<file path="src/rtl/nibble_serial_add_ctrl_pkg.sv">
// nibble_serial_add_ctrl_pkg: shared FSM encoding and nibble width for the serial adder
package nibble_serial_add_ctrl_pkg;
  localparam int NIB_W = 4;
  typedef enum logic [1:0] {IDLE = 2'd0, RUN = 2'd1, DONE = 2'd2} state_t;
endpackage

</file>
<file path="src/rtl/nibble_serial_add_ctrl_nibble_add4.sv">
// nibble_add4: combinational 4-bit ripple-carry adder cell shared across nibble steps
module nibble_add4
  import nibble_serial_add_ctrl_pkg::*;
(
  input  logic [NIB_W-1:0] a,
  input  logic [NIB_W-1:0] b,
  input  logic             ci,
  output logic [NIB_W-1:0] s,
  output logic             co
);
  logic [NIB_W:0] c;
  // carry ripples bit by bit through the nibble
  always_comb begin
    c[0] = ci;
    for (int i = 0; i < NIB_W; i++) begin
      s[i]   = a[i] ^ b[i] ^ c[i];
      c[i+1] = (a[i] & b[i]) | (c[i] & (a[i] ^ b[i]));
    end
    co = c[NIB_W];
  end
endmodule

</file>
<file path="src/rtl/nibble_serial_add_ctrl.sv">
// nibble_serial_add_ctrl: WIDTH-bit add over WIDTH/4 cycles on one 4-bit adder (optional subtract: NIBBLE_SERIAL_ADD_SUB_EN)
module nibble_serial_add_ctrl
  import nibble_serial_add_ctrl_pkg::*;
#(
  parameter int WIDTH = 16
) (
  input  logic             clk,
  input  logic             rst_n,
  input  logic             start,
  input  logic [WIDTH-1:0] a,
  input  logic [WIDTH-1:0] b,
  input  logic             cin,
`ifdef NIBBLE_SERIAL_ADD_SUB_EN
  input  logic             sub,
`endif
  input  logic             abort,
  output logic             ready,
  output logic             busy,
  output logic             done,
  output logic [WIDTH-1:0] sum,
  output logic             cout
);
  localparam int NIB = WIDTH / NIB_W;
  localparam int IW  = NIB > 1 ? $clog2(NIB) : 1;
  state_t                      state, state_nx;
  logic [NIB-1:0][NIB_W-1:0]   a_r, b_r, sum_r;
  logic [IW-1:0]               idx;
  logic                        carry, last, ad_co;
  logic [NIB_W-1:0]            ad_s;
  logic [WIDTH-1:0]            b_in;
  logic                        c_in;

`ifdef NIBBLE_SERIAL_ADD_SUB_EN
  assign b_in = sub ? ~b : b;
  assign c_in = sub | cin;
`else
  assign b_in = b;
  assign c_in = cin;
`endif

  assign last = idx == IW'(NIB - 1);
  assign sum  = sum_r;

  nibble_add4 u_add (
    .a  (a_r[idx]),
    .b  (b_r[idx]),
    .ci (carry),
    .s  (ad_s),
    .co (ad_co)
  );

  // state register
  always_ff @(posedge clk)
    if (!rst_n) state <= IDLE;
    else        state <= state_nx;

  // next state: abort beats the final-nibble transition
  always_comb begin
    state_nx = state == IDLE ? (start ? RUN : IDLE)
             : state == RUN  ? (abort ? IDLE : last ? DONE : RUN)
             : IDLE;
  end

  // handshake outputs decoded from state
  always_comb begin
    ready = state == IDLE;
    busy  = state == RUN;
    done  = state == DONE;
  end

  // operand latch on accept, one nibble of sum per RUN edge
  always_ff @(posedge clk)
    if (!rst_n) begin
      a_r   <= '0;
      b_r   <= '0;
      sum_r <= '0;
      idx   <= '0;
      carry <= 1'b0;
      cout  <= 1'b0;
    end else if (state == IDLE && start) begin
      a_r   <= a;
      b_r   <= b_in;
      carry <= c_in;
      idx   <= '0;
    end else if (state == RUN && !abort) begin
      sum_r[idx] <= ad_s;
      carry      <= ad_co;
      idx        <= idx + 1'b1;
      if (last) cout <= ad_co;
    end
endmodule

</file>
<file path="config.mk">
export PLATFORM = sky130hd
export DESIGN_NAME = nibble_serial_add_ctrl
export DESIGN_NICKNAME = d
export VERILOG_FILES = /design/src/rtl/nibble_serial_add_ctrl_pkg.sv /design/src/rtl/nibble_serial_add_ctrl_nibble_add4.sv /design/src/rtl/nibble_serial_add_ctrl.sv
export SDC_FILE = /design/constraint.sdc
export NUM_CORES = 1
export LEC_CHECK = 0
export CAP_MARGIN = 20
export CORE_MARGIN = 5
export CORE_UTILIZATION = 41
export DETAILED_ROUTE_END_ITERATION = 7
export DONT_BUFFER_PORTS = 1
export HOLD_SLACK_MARGIN = 0.06
export PLACE_DENSITY = 0.66
export SYNTH_ARGS = -nofsm -noshare
export SYNTH_HDL_FRONTEND = slang
export SYNTH_HIERARCHICAL = 1
export SYNTH_SLANG_ARGS = --single-unit
</file>
<file path="constraint.sdc">
create_clock -name clk -period 6.2 [get_ports clk]
set_input_delay 0 -clock clk [delete_from_list [all_inputs] [get_ports clk]]
set_output_delay 0 -clock clk [all_outputs]
set_load 0.05 [all_outputs]
</file>
Word level (Yosys, flattened, before mapping) --
Index checks and enable logic that the tools add are counted.
Word-level totals: register bits after elaboration 54
Cells by class: add/sub/neg operators 1, order comparisons 2, equality and inequality tests 3, multiplexer cells 14, bitwise gates (word level) 22, reductions and logical operators 9
Operators with widths (count):
- binary-select mux 4 bit (select 2 bit) | 2
- bitwise mux 16 bit | 1
- two-way mux 4 bit | 3
- bitwise AND 1 bit | 8
- demux 4 bit (select 2 bit) | 1
- two-way mux 2 bit | 4
- bitwise XOR 1 bit | 8
- equality test 2 bit (second input constant) | 2
- bitwise OR 1 bit | 4
- logical AND 1 bit | 3
- < comparator 2 x 3 -> 1 bit (second input constant) | 1
- two-way mux 1 bit | 3
- AND reduction 3 bit | 1
- adder 2 x 1 -> 2 bit (second input constant) | 1
- equality test 2 x 1 -> 1 bit (second input constant) | 1
- greater-or-equal comparator 2 x 1 -> 1 bit (second input constant) | 1
- zero test 2 bit | 1
- inverter 1 bit | 2
- AND reduction 2 bit | 1
- nonzero test 2 bit | 1
- OR reduction 2 bit | 1
- zero test 1 bit | 1

Logic depth before layout (Yosys ltp) --
Gate-level depths: netlist of the first run.
depth after elaboration 13, mapped depth 12, depth with buffers taken out 11

Modules after synthesis --
Netlist of the first run, hierarchy kept.
By module, submodules not included:
- nibble_serial_add_ctrl | instances 1, cells each 240, area an instance 2273.4 um2, sequential area each 1081.0 um2
- nibble_add4 | instances 1, cells each 14, area an instance 117.6 um2, sequential area each 0.0 um2

Least setup slack after synthesis of the first run --
No wires, ideal clock.
kind flip-flop to flip-flop, start register idx[0], end register sum_r (netlist bit sum[11]), arrival time 2839 ps, slack 3290 ps, cell stages (with the launch flop) 13, path buffers 1, cells stage by stage dfxtp_1 > buf_2 > mux4_2 > fa_1 > inv_1 > fa_1 > inv_1 > fa_1 > inv_1 > fa_1 > inv_1 > nand2_1 > mux2i_1
On the way: longest elaborated chain between the ends 11
RTL lines:
- start: declaration | line nibble_serial_add_ctrl.sv:27 | logic [IW-1:0] idx;
- start signal: assignment | line nibble_serial_add_ctrl.sv:88 | idx <= idx + 1'b1;
- binary-select mux 4 bit (select 2 bit), on equally long branches | line nibble_serial_add_ctrl.sv:45, nibble_serial_add_ctrl.sv:46
- two-way mux 4 bit, on equally long branches | line nibble_serial_add_ctrl.sv:45, nibble_serial_add_ctrl.sv:46
- bitwise XOR 1 bit | line nibble_serial_add_ctrl_nibble_add4.sv:17 | c[i+1] = (a[i] & b[i]) | (c[i] & (a[i] ^ b[i]));
- bitwise AND 1 bit | line nibble_serial_add_ctrl_nibble_add4.sv:17
- bitwise OR 1 bit | line nibble_serial_add_ctrl_nibble_add4.sv:17
- bitwise AND 1 bit | line nibble_serial_add_ctrl_nibble_add4.sv:17
- bitwise OR 1 bit | line nibble_serial_add_ctrl_nibble_add4.sv:17
- bitwise AND 1 bit | line nibble_serial_add_ctrl_nibble_add4.sv:17
- bitwise OR 1 bit | line nibble_serial_add_ctrl_nibble_add4.sv:17
- bitwise XOR 1 bit (*) | line nibble_serial_add_ctrl_nibble_add4.sv:16 | s[i] = a[i] ^ b[i] ^ c[i];
- net ad_s[3] | line nibble_serial_add_ctrl.sv:29 | logic [NIB_W-1:0] ad_s;
- bitwise mux 16 bit (*) | line nibble_serial_add_ctrl.sv:86 | sum_r[idx] <= ad_s;
- end signal: indexed assignment | line nibble_serial_add_ctrl.sv:86
- end: declaration | line nibble_serial_add_ctrl.sv:26 | logic [NIB-1:0][NIB_W-1:0] a_r, b_r, sum_r;
The timed path passes the listed nets; every way through them passes the cells marked *. The select of a mux whose other input is x is not followed. A chain may end at the register's enable or synchronous reset.

Worst setup path after layout of the first run --
start register idx[0], end register sum_r (netlist bit sum[3])
Same word-level chain as after synthesis.

==> results.sh, run 1 <==
export IMPL_slowest_delay_ns=0.74
export IMPL_routed_wl_um=5710
export IMPL_yosysSeqAreaShare_pct=45.2
export IMPL_cts_tree="yes"
export IMPL_die_x_um=86.4
export IMPL_setup_violations=0
export IMPL_status="completed"
export IMPL_layout_drive_gt1_share_pct=6.67
export IMPL_arrival_ns=3.45
export IMPL_ys_seq_elements=54
export IMPL_synth_mux_area_share_pct=15.5
export IMPL_drt_pass1_iterations=4
export IMPL_grt_first_pass_wirelength_um=9520
export IMPL_synthAdderAreaFrac_pct=5.97
export IMPL_slew_limit_headroom_pct=38.1
export IMPL_grt_overflow=0
export IMPL_final_util_pct=57.9
export IMPL_drtAntennaViolNets=0
export IMPL_fin_nets=361
export IMPL_hold_violations=0
export IMPL_ctsRootBufferMaster="clkbuf_8"
export IMPL_synth_cells=254
export IMPL_fin_worst_skew_ns=0.0108
export IMPL_cp_max_fo=13
export IMPL_synth_compound_area_share_pct=10.8
export IMPL_p_leak_uw=0.00139
export IMPL_ctsLongestPathBuffers=2
export IMPL_worstSetupPathType="reg -> reg"
export IMPL_grtUsageTotal_pct=16.2
export IMPL_post_route_drc_count=0
export IMPL_timing_final_crit_share_pct=51.8
export IMPL_io_buffer_count=0
export IMPL_wl_per_cell_um=14.7
export IMPL_cp_cell_sequence="mux4_2 -> fa_1 -> inv_1 -> fa_1 -> inv_1 -> fa_1 -> inv_1 -> fa_1 -> inv_1 -> nand2_1 -> mux2i_1"
export IMPL_syn_area_per_cell_um2=9.41
export IMPL_die_h_um=86.4
export IMPL_cts_buffers_inserted=5
export IMPL_die_area_um2=7460
export IMPL_reg2reg_slack_ns=2.99
export IMPL_min_path_type="in -> reg"
export IMPL_grt_setup_unrepaired="false"
export IMPL_fillers=481
export IMPL_finalMaxSlewViolations=0
export IMPL_via_count=1878
export IMPL_synthXorXnorAreaFrac_pct=0.366
export IMPL_peakVddDrop_v=0.000145
export IMPL_cts_resized=0
export IMPL_routed_via_density=4.85
export IMPL_syn_area_um2=2390
export IMPL_p_per_area_nw_per_um2=208
export IMPL_io_pins=57
export IMPL_coreArea_um2=5570
export IMPL_final_common_cell="nand2_1"
export IMPL_place_congestion=0.818
export IMPL_start_kind="flop"
export IMPL_start_util_pct=42.9
export IMPL_cts_sinks=54
export IMPL_mostFrequentLayoutCells="90 x nand2_1, 66 x dlygate4sd3_1, 54 x dfxtp_1, 29 x a21boi_0, 19 x mux2i_1"
export IMPL_drv_cap=0
export IMPL_clk_pin_slew_ns=0.10
export IMPL_stdcell_count=387
export IMPL_synthSimpleGateAreaFrac_pct=17.6
export IMPL_fmax_ghz=0.311
export IMPL_h_tree_depth=2
export IMPL_fin_total_pwr_uw=671
export IMPL_area_growth_pct=35.0
export IMPL_antenna_found_initial=0
export IMPL_tns_ns=0
export IMPL_critPathRequiredTime_ns=6.44
export IMPL_clock_latency_ns=0.31
export IMPL_cp_end_kind="flop"
export IMPL_worst_slew_pin_slew_ns=0.926
export IMPL_synth_top_family_by_area="simple AND/OR/NAND/NOR gates"
export IMPL_synth_nets=300
export IMPL_rows=27
export IMPL_drt_iter0_drc=93
export IMPL_placed_cells=311
export IMPL_yosysWarnings=6
export IMPL_slowest_stage="dfxtp_1"
export IMPL_grt_max_degree=46
export IMPL_min_period_ns=3.21
export IMPL_dp_hpwl_um=3500
export IMPL_antenna_cells=0
export IMPL_yosys_cell_types_count=22
export IMPL_grt_pass1_vias=1943
==> cell families after synthesis <==
logic type,count (synthesis)
AOI/OAI and AO/OA,35
xor gates and xnor gates,1
adders and majority gates,9
buffers and inverters,27
DFF,54
muxes,27
and+or+nand+nor,101
==> path summary, 6_finish.rpt <==
kind            from        to  depth (start not counted)
min            start  state[0]                          2
max reg2reg   idx[0]    sum[3]                         11
min reg2reg  b_r[12]   b_r[12]                          2
max           idx[0]    sum[3]                         11
==> registers in the layout, summed over array words and instances (netlist names) <==
signal and count:
sum 16, carry 1, b_r 16, cout 1
state 2, a_r 16, idx 2
==> where the power goes <==
group / switching (uW) / internal (uW) / total (uW)
combinational: 44.4 / 55.9 / 100
sequential: 13.8 / 361 / 375
clock: 117 / 78.4 / 195
==> Yosys cell counts (all sizes together) <==
| library cell | n | area [um2] |
|---|---|---|
| a21oi | 1 | 5.00 |
| inv | 12 | 45.0 |
| clkbuf | 8 | 30.0 |
| mux4 | 8 | 180 |
| xnor2 | 1 | 8.76 |
| mux2i | 19 | 190 |
| nor2b | 2 | 12.5 |
| dfxtp | 54 | 1080 |
| or3b | 1 | 8.76 |
| nor2 | 3 | 11.3 |
| o21ai | 1 | 5.00 |
| and3 | 1 | 6.26 |
| nor3b | 2 | 31.3 |
| a21boi | 33 | 248 |
| buf | 7 | 35.0 |
| nand2 | 91 | 344 |
| nand2b | 1 | 6.26 |
| ha | 5 | 62.6 |
| fa | 4 | 80.1 |
==> cell type report <==
type / count / area [um2] / area share (%)
Clock inverter: 2 / 13.8 / 0.426
Sequential cell: 54 / 1080 / 33.5
Multi-Input combinational cell: 173 / 1210 / 37.4
Tap cell: 72 / 90.1 / 2.79
Inverter: 12 / 45.0 / 1.40
Timing Repair Buffer: 69 / 723 / 22.4
Clock buffer: 5 / 68.8 / 2.13
==> critical path: cells and delay by family, from the launching register on <==
kind,cells,cell delay (ns)
adder cells (fa/ha/maj),4,1.30
multiplexers,2,0.74
buffers and inverters,4,0.26
flip-flops,1,0.74
AND/OR/NAND/NOR,1,0.09
==> routing by layer <==
layer / vias up / global-route usage (%) / wire length (um)
met3: 7 / 3.90 / 385
li1: 945 / - / -
met5: - / 0 / 0
met2: 51 / 26.6 / 2760
met1: 875 / 21.0 / 2490
met4: 0 / 5.10 / 63
==> timing repair <==
item | in CTS | in global routing
hold buffers | 66 | 1
hold endpoints to repair | 54 | 1
buffers inserted | 0 | 0
==> stage by stage <==
stage / hold slack, ns / worst slack (ns) / instance area (um2)
5_1_grt: 0.333 / 2.77 / 3230
2_1_floorplan: 0.135 / 3.29 / 2390
6_report: 0.296 / 2.99 / 3230
3_3_place_gp: 0.142 / 3.10 / 2420
3_5_place_dp: 0.148 / 3.01 / 2420
4_1_cts: 0.156 / 2.98 / 3180
No activity file was read; power rests on OpenSTA's default activity.
==> run 2, diff against run 1 <==
- PLACE_DENSITY: 0.66 -> 0.68
- clock period: 6.2 -> 2.8 ns (I/O delays scaled with it)
==> run 2 against run 1 <==
- clock power grew to 2.7 times the previous value
- sequential power is 120% higher
- sequential cell count stayed put
- fmax is 20% higher
- die area stayed put
- via count is 0.21% higher
- non-clock buffer count is 1 higher
- sequential share of layout area is 0.31 points lower
- hold slack worse by 0.041 ns
- critical path depth stayed put
- register-to-register slack worse by 2.9 ns
- global-route usage is 0.39 points lower
- largest power group unchanged
==> results.sh, run 2 (synthesized netlist as in run 1, its figures left out) <==
export IMPL_critPathRequiredTime_ns=3.04
export IMPL_reg2reg_slack_ns=0.13
export IMPL_dp_hpwl_um=3470
export IMPL_cts_buffers_inserted=5
export IMPL_setup_violations=0
export IMPL_fmax_ghz=0.375
export IMPL_grt_overflow=0
export IMPL_antenna_cells=0
export IMPL_timing_final_crit_share_pct=95.2
export IMPL_min_period_ns=2.67
export IMPL_clk_pin_slew_ns=0.11
export IMPL_cp_cell_sequence="mux4_2 -> fa_2 -> inv_2 -> fa_1 -> inv_1 -> fa_2 -> inv_2 -> fa_1 -> inv_1 -> nand2_2 -> mux2i_1"
export IMPL_routed_wl_um=5670
export IMPL_ctsLongestPathBuffers=2
export IMPL_status="completed"
export IMPL_start_util_pct=42.9
export IMPL_finalMaxSlewViolations=0
export IMPL_r2r_cells=11
export IMPL_die_area_um2=7460
export IMPL_via_count=1882
export IMPL_stdcell_count=389
export IMPL_die_x_um=86.4
export IMPL_arrival_ns=2.91
export IMPL_p_clk_share_pct=33.5
export IMPL_die_h_um=86.4
export IMPL_fillers=478
export IMPL_worst_slew_pin_slew_ns=0.925
export IMPL_cts_setup_buffers=0
export IMPL_place_congestion=0.771
export IMPL_grt_setup_unrepaired="false"
export IMPL_fin_hold_ws_ns=0.255
export IMPL_p_int_uw=1190
export IMPL_seq_power_share_pct=52.1
export IMPL_wl_per_cell_um=14.6
export IMPL_switching_share_pct=24.8
export IMPL_clock_latency_ns=0.31
export IMPL_io_pins=57
export IMPL_h_tree_depth=2
export IMPL_final_common_cell="nand2_1"
export IMPL_drv_cap=0
export IMPL_grt_first_pass_wirelength_um=9340
export IMPL_grt_pass1_vias=2050
export IMPL_tns_ns=0
export IMPL_mostFrequentLayoutCells="89 x nand2_1, 64 x dlygate4sd3_1, 52 x dfxtp_1, 29 x a21boi_0, 19 x mux2i_1"
export IMPL_layout_drive_gt1_share_pct=10.1
export IMPL_fin_nets=362
export IMPL_peakVddDrop_v=0.000314
export IMPL_grtUsageTotal_pct=15.8
export IMPL_slew_limit_headroom_pct=38.2
export IMPL_routed_via_density=4.84
export IMPL_rr_endpoint="sum[15]"
export IMPL_p_sw_uw=393
export IMPL_cts_sinks=54
export IMPL_grt_max_degree=57
export IMPL_fin_worst_skew_ns=0.0124
export IMPL_final_util_pct=58.7
export IMPL_ctsRootBufferMaster="clkbuf_8"
export IMPL_drt_pass1_iterations=4
export IMPL_rows=27
export IMPL_slowest_delay_ns=0.52
export IMPL_cts_tree="yes"
export IMPL_min_path_type="in -> reg"
export IMPL_slowest_stage="mux4_2"
export IMPL_hold_violations=0
export IMPL_holdPathEnd="b_r[3]"
export IMPL_p_leak_uw=0.00141
export IMPL_hold_depth=4
export IMPL_io_buffer_count=0
export IMPL_p_per_area_nw_per_um2=484
export IMPL_r2r_start="idx[0]"
export IMPL_area_growth_pct=36.9
export IMPL_drt_iter0_drc=55
export IMPL_coreArea_um2=5570
export IMPL_cp_end_kind="flop"
export IMPL_worstSetupPathType="reg -> reg"
export IMPL_cp_max_fo=4
export IMPL_placed_cells=315
export IMPL_start_kind="flop"
export IMPL_post_route_drc_count=0
export IMPL_power_frac_comb_pct=14.4
export IMPL_antenna_found_initial=0
export IMPL_drtAntennaViolNets=0
export IMPL_hold_path_startpoint="start"
[run 2: worst max-delay path by stage]
stage	depth (start not counted)	slack (ns)	to	from
floorplan	12	0.02	sum[11]	idx[1]
global placement	12	0.11	sum[7]	idx[1]
detailed placement	12	0.04	sum[15]	idx[1]
CTS	12	0.02	sum[15]	idx[1]
global route	11	0.01	sum[3]	idx[1]
finish	11	0.13	sum[15]	idx[0]
[run 2: power by group through the flow]
| stage | Clock, uW | Sequential [uW] | Combinational (uW) |
|---|---|---|---|
| CTS | 538 | 826 | 216 |
| global placement | 0 | 844 | 125 |
| finish | 531 | 826 | 228 |
| global route | 573 | 830 | 253 |
| floorplan | 0 | 838 | 115 |
| detailed placement | 0 | 844 | 129 |
[run 2: final cells by class]
type	count	area, um2	area share, %
multi-input cells	173	1210	37.1
clock inverters	3	43.8	1.34
inverters	12	45.0	1.38
clock buffers	5	68.8	2.10
well taps	72	90.1	2.75
repair buffers	70	726	22.2
flip-flops and latches	54	1090	33.2
[run 2: through the flow]
step / cell area, um2 / worst slack (ns) / total power, uW
2_1_floorplan: 2410 / 0.0204 / 953
3_3_place_gp: 2450 / 0.113 / 970
3_5_place_dp: 2450 / 0.0401 / 974
4_1_cts: 3230 / 0.0154 / 1580
5_1_grt: 3270 / 0.00983 / 1650
6_report: 3270 / 0.134 / 1580
[run 2: per-layer routing]
metal | track usage (%) | share of wire [%]
met1 | 18.8 | 43
met2 | 28.0 | 50
met3 | 4.09 | 6.3
met4 | 4.39 | 1.3
met5 | 0 | 0
[run 2: worst max-delay path, delay by kind of cell (launching register included)]
kind | cells | cell delay [ns]
flip-flops | 1 | 0.35
multiplexers | 2 | 0.65
adder cells (fa/ha/maj) | 4 | 1.27
AND/OR/NAND/NOR | 1 | 0.07
buffers and inverters | 4 | 0.25
[run 2: repair_timing]
item,in CTS,in global routing
hold buffers,65,0
hold endpoints to repair,54,0
gates resized for setup,0,8
endpoints found under the setup margin,0,4
==> run 3, diff against run 2 <==
- SYNTH_HIERARCHICAL: 1 -> unset
==> run 3 against run 2 <==
- combinational power decreased by 11%
- core utilization decreased by 7.6 points
- non-clock buffer count decreased by 21
- setup slack got worse by 0.12 ns
- power decreased by 8.8%
- via count decreased by 4.0%
- fmax decreased by 4.4%
- area after synthesis increased by 3.2%
- clock skew decreased by 0.0068 ns
- largest power group unchanged
- highest routed layer unchanged
==> results.sh, run 3 <==
export IMPL_status="completed"
export IMPL_routed_wl_um=5520
export IMPL_wl_per_cell_um=15.2
export IMPL_fin_nets=332
export IMPL_fillers=553
export IMPL_worst_slew_pin_slew_ns=0.937
export IMPL_syn_area_per_cell_um2=9.83
export IMPL_drv_cap=0
export IMPL_p_sw_uw=371
export IMPL_die_area_um2=7670
export IMPL_die_x_um=87.6
export IMPL_arrival_ns=2.98
export IMPL_io_pins=57
export IMPL_synth_edf_count=0
export IMPL_final_common_cell="nand2_1"
export IMPL_coreArea_um2=5890
export IMPL_drt_pass1_iterations=4
export IMPL_drt_iter0_drc=94
export IMPL_yosys_area_top_type_share_pct=43.8
export IMPL_p_int_uw=1070
export IMPL_ys_seq_elements=54
export IMPL_grt_met3_usage_pct=4.61
export IMPL_antenna_found_initial=1
export IMPL_p_leak_uw=0.00122
export IMPL_cts_sinks=54
export IMPL_yosys_cell_types_count=25
export IMPL_ctsLongestPathBuffers=2
export IMPL_slew_limit_headroom_pct=37.4
export IMPL_mostFrequentLayoutCells="75 x nand2_1, 53 x dfxtp_1, 40 x dlygate4sd3_1, 30 x a21boi_1, 11 x nor2b_1"
export IMPL_dpl_cell_area_um2=2490
export IMPL_switching_share_pct=25.7
export IMPL_synth_nets=296
export IMPL_drtAntennaViolNets=0
export IMPL_setup_violations=0
export IMPL_met2_usage_pct=24.0
export IMPL_grt_met1_usage_pct=18.5
export IMPL_fmax_ghz=0.359
export IMPL_grt_pass1_vias=1820
export IMPL_dp_hpwl_um=3480
export IMPL_ctsRootBufferMaster="clkbuf_8"
export IMPL_via_count=1807
export IMPL_critPathRequiredTime_ns=3.00
export IMPL_worstSetupPathType="reg -> reg"
export IMPL_routed_via_density=4.98
export IMPL_clock_latency_ns=0.30
export IMPL_start_util_pct=41.9
export IMPL_fin_worst_skew_ns=0.00556
export IMPL_die_h_um=87.6
export IMPL_min_period_ns=2.79
export IMPL_cp_max_fo=4
export IMPL_async_flop_share_pct=0
export IMPL_grt_max_degree=53
export IMPL_regArea_um2=1080
export IMPL_io_buffer_count=0
export IMPL_ys_top_cells_by_count="75 x nand2_1, 54 x dfxtp_1, 30 x a21boi_1"
export IMPL_p_clk_share_pct=28.5
export IMPL_yosysWarnings=0
export IMPL_syn_area_um2=2470
export IMPL_layout_drive_gt1_share_pct=12.2
export IMPL_synth_top_area_cell="dfxtp_1"
export IMPL_cts_tree="yes"
export IMPL_rows=28
export IMPL_p_per_area_nw_per_um2=480
export IMPL_start_kind="flop"
export IMPL_h_tree_depth=2
export IMPL_place_congestion=0.750
export IMPL_final_area_um2=3010
export IMPL_seq_power_share_pct=57.6
export IMPL_multi_input_area_um2=1240
export IMPL_hold_violations=0
export IMPL_grt_busiest_layer="met2"
export IMPL_yosysSeqAreaShare_pct=43.8
export IMPL_timing_final_crit_share_pct=99.6
export IMPL_grt_first_pass_wirelength_um=8770
export IMPL_grt_overflow=0
export IMPL_min_path_type="in -> reg"
export IMPL_synth_ff_type="dfxtp_1"
export IMPL_area_growth_pct=22.0
export IMPL_peakVddDrop_v=0.000272
export IMPL_yosys_cell_count_top_type="nand2_1"
export IMPL_finalMaxSlewViolations=0
export IMPL_synth_cells=251
export IMPL_cp_end_kind="flop"
export IMPL_grt_setup_unrepaired="true"
export IMPL_clk_pin_slew_ns=0.09
export IMPL_cts_buffers_inserted=5
export IMPL_post_route_drc_count=0
export IMPL_fin_total_pwr_uw=1450
export IMPL_yosys_top_cells_area="dfxtp_1 44%, nand2_1 11%, a21boi_1 9.1%"
export IMPL_grtUsageTotal_pct=14.6
export IMPL_power_frac_comb_pct=14.0
[run 3: cell count changes in the layout (fill, tap and decap cells not counted), sizes merged, moves of 3 or more]
cell / delta
dlygate4sd3: -24
nand2: -16
mux2i: -10
nor2b: +9
o211a: +9
inv: -4
and4bb: +3
buf: +3
[run 3: power groups by stage]
stage / clock network (uW) / registers, uW / logic (uW)
final: 411 / 832 / 202
after global routing: 452 / 837 / 224
after CTS: 422 / 832 / 202
after detailed placement: 0 / 851 / 144
after global placement: 0 / 849 / 141
after floorplan: 0 / 841 / 137
[run 3: critical path, cell delays in order, from the launching register on]
cell      delay [ns]
dfxtp_4         0.38
mux4_2          0.53
fa_2            0.37
inv_2           0.06
fa_1            0.15
inv_1           0.05
fa_2            0.33
inv_2           0.06
fa_2            0.19
or4bb_1         0.40
o211ai_1        0.09
a21boi_1        0.09
[run 3: metal layers]
layer  up-vias  share of wire (%)  wire length (um)
met4         0               0.76                42
met3         6                5.6               308
li1        904                  -                 -
met5         -                  0                 0
met2        42                 48              2670
met1       855                 45              2500
[run 3: final cells by class]
type                    instances  share of cell area (%)
clock inverters                 2                   0.333
repair buffers                 49                    16.0
multi-input cells             168                    41.1
diodes                          1                  0.0831
well taps                      75                    3.12
flip-flops and latches         54                    36.0
inverters                       9                    1.12
clock buffers                   5                    2.29
[run 3: what timing repair did]
action	CTS	global route
pin swaps	3	2
hold buffers	41	0
buffers inserted	1	1
endpoints found under the setup margin	1	1
hold endpoints to repair	54	0
resized for setup	4	0
[run 3: cells by family (layout without fill, tap and decap cells)]
kind of cell	Yosys count	count (layout)	share of synthesized area [%]
multiplexers	17	17	11.0
AO/OA/AOI/OAI	44	44	14.3
AND/OR/NAND/NOR	98	98	18.9
other	0	1	0
XOR/XNOR	1	1	0.355
flip-flops	54	54	43.8
buffers and inverters	29	65	6.39
adder cells (fa/ha/maj)	8	8	5.27
[run 3: final timing paths]
path | slack [ns] | from | endpoint | depth (start not counted)
max | 0.01 | idx[0] | carry | 11
min | 0.07 | start | b_r[1] | 3
max reg2reg | 0.01 | idx[0] | carry | 11
min reg2reg | 0.46 | a_r[1] | a_r[1] | 2
[run 3: metrics by stage]
| stage | setup TNS (ns) | hold slack (ns) | setup slack, ns | util, % | std cells |
|---|---|---|---|---|---|
| final | 0 | 0.0703 | 0.0123 | 51.1 | 363 |
| after global routing | -0.0657 | 0.0831 | -0.0657 | 51.1 | 363 |
| after CTS | 0 | 0.0627 | 0.00529 | 51.0 | 361 |
| after detailed placement | -0.0369 | 0.128 | -0.0369 | 42.3 | 312 |
| after global placement | 0 | 0.127 | 0.0374 | 42.3 | 312 |
| after floorplan | -0.0521 | 0.135 | -0.0521 | - | 251 |
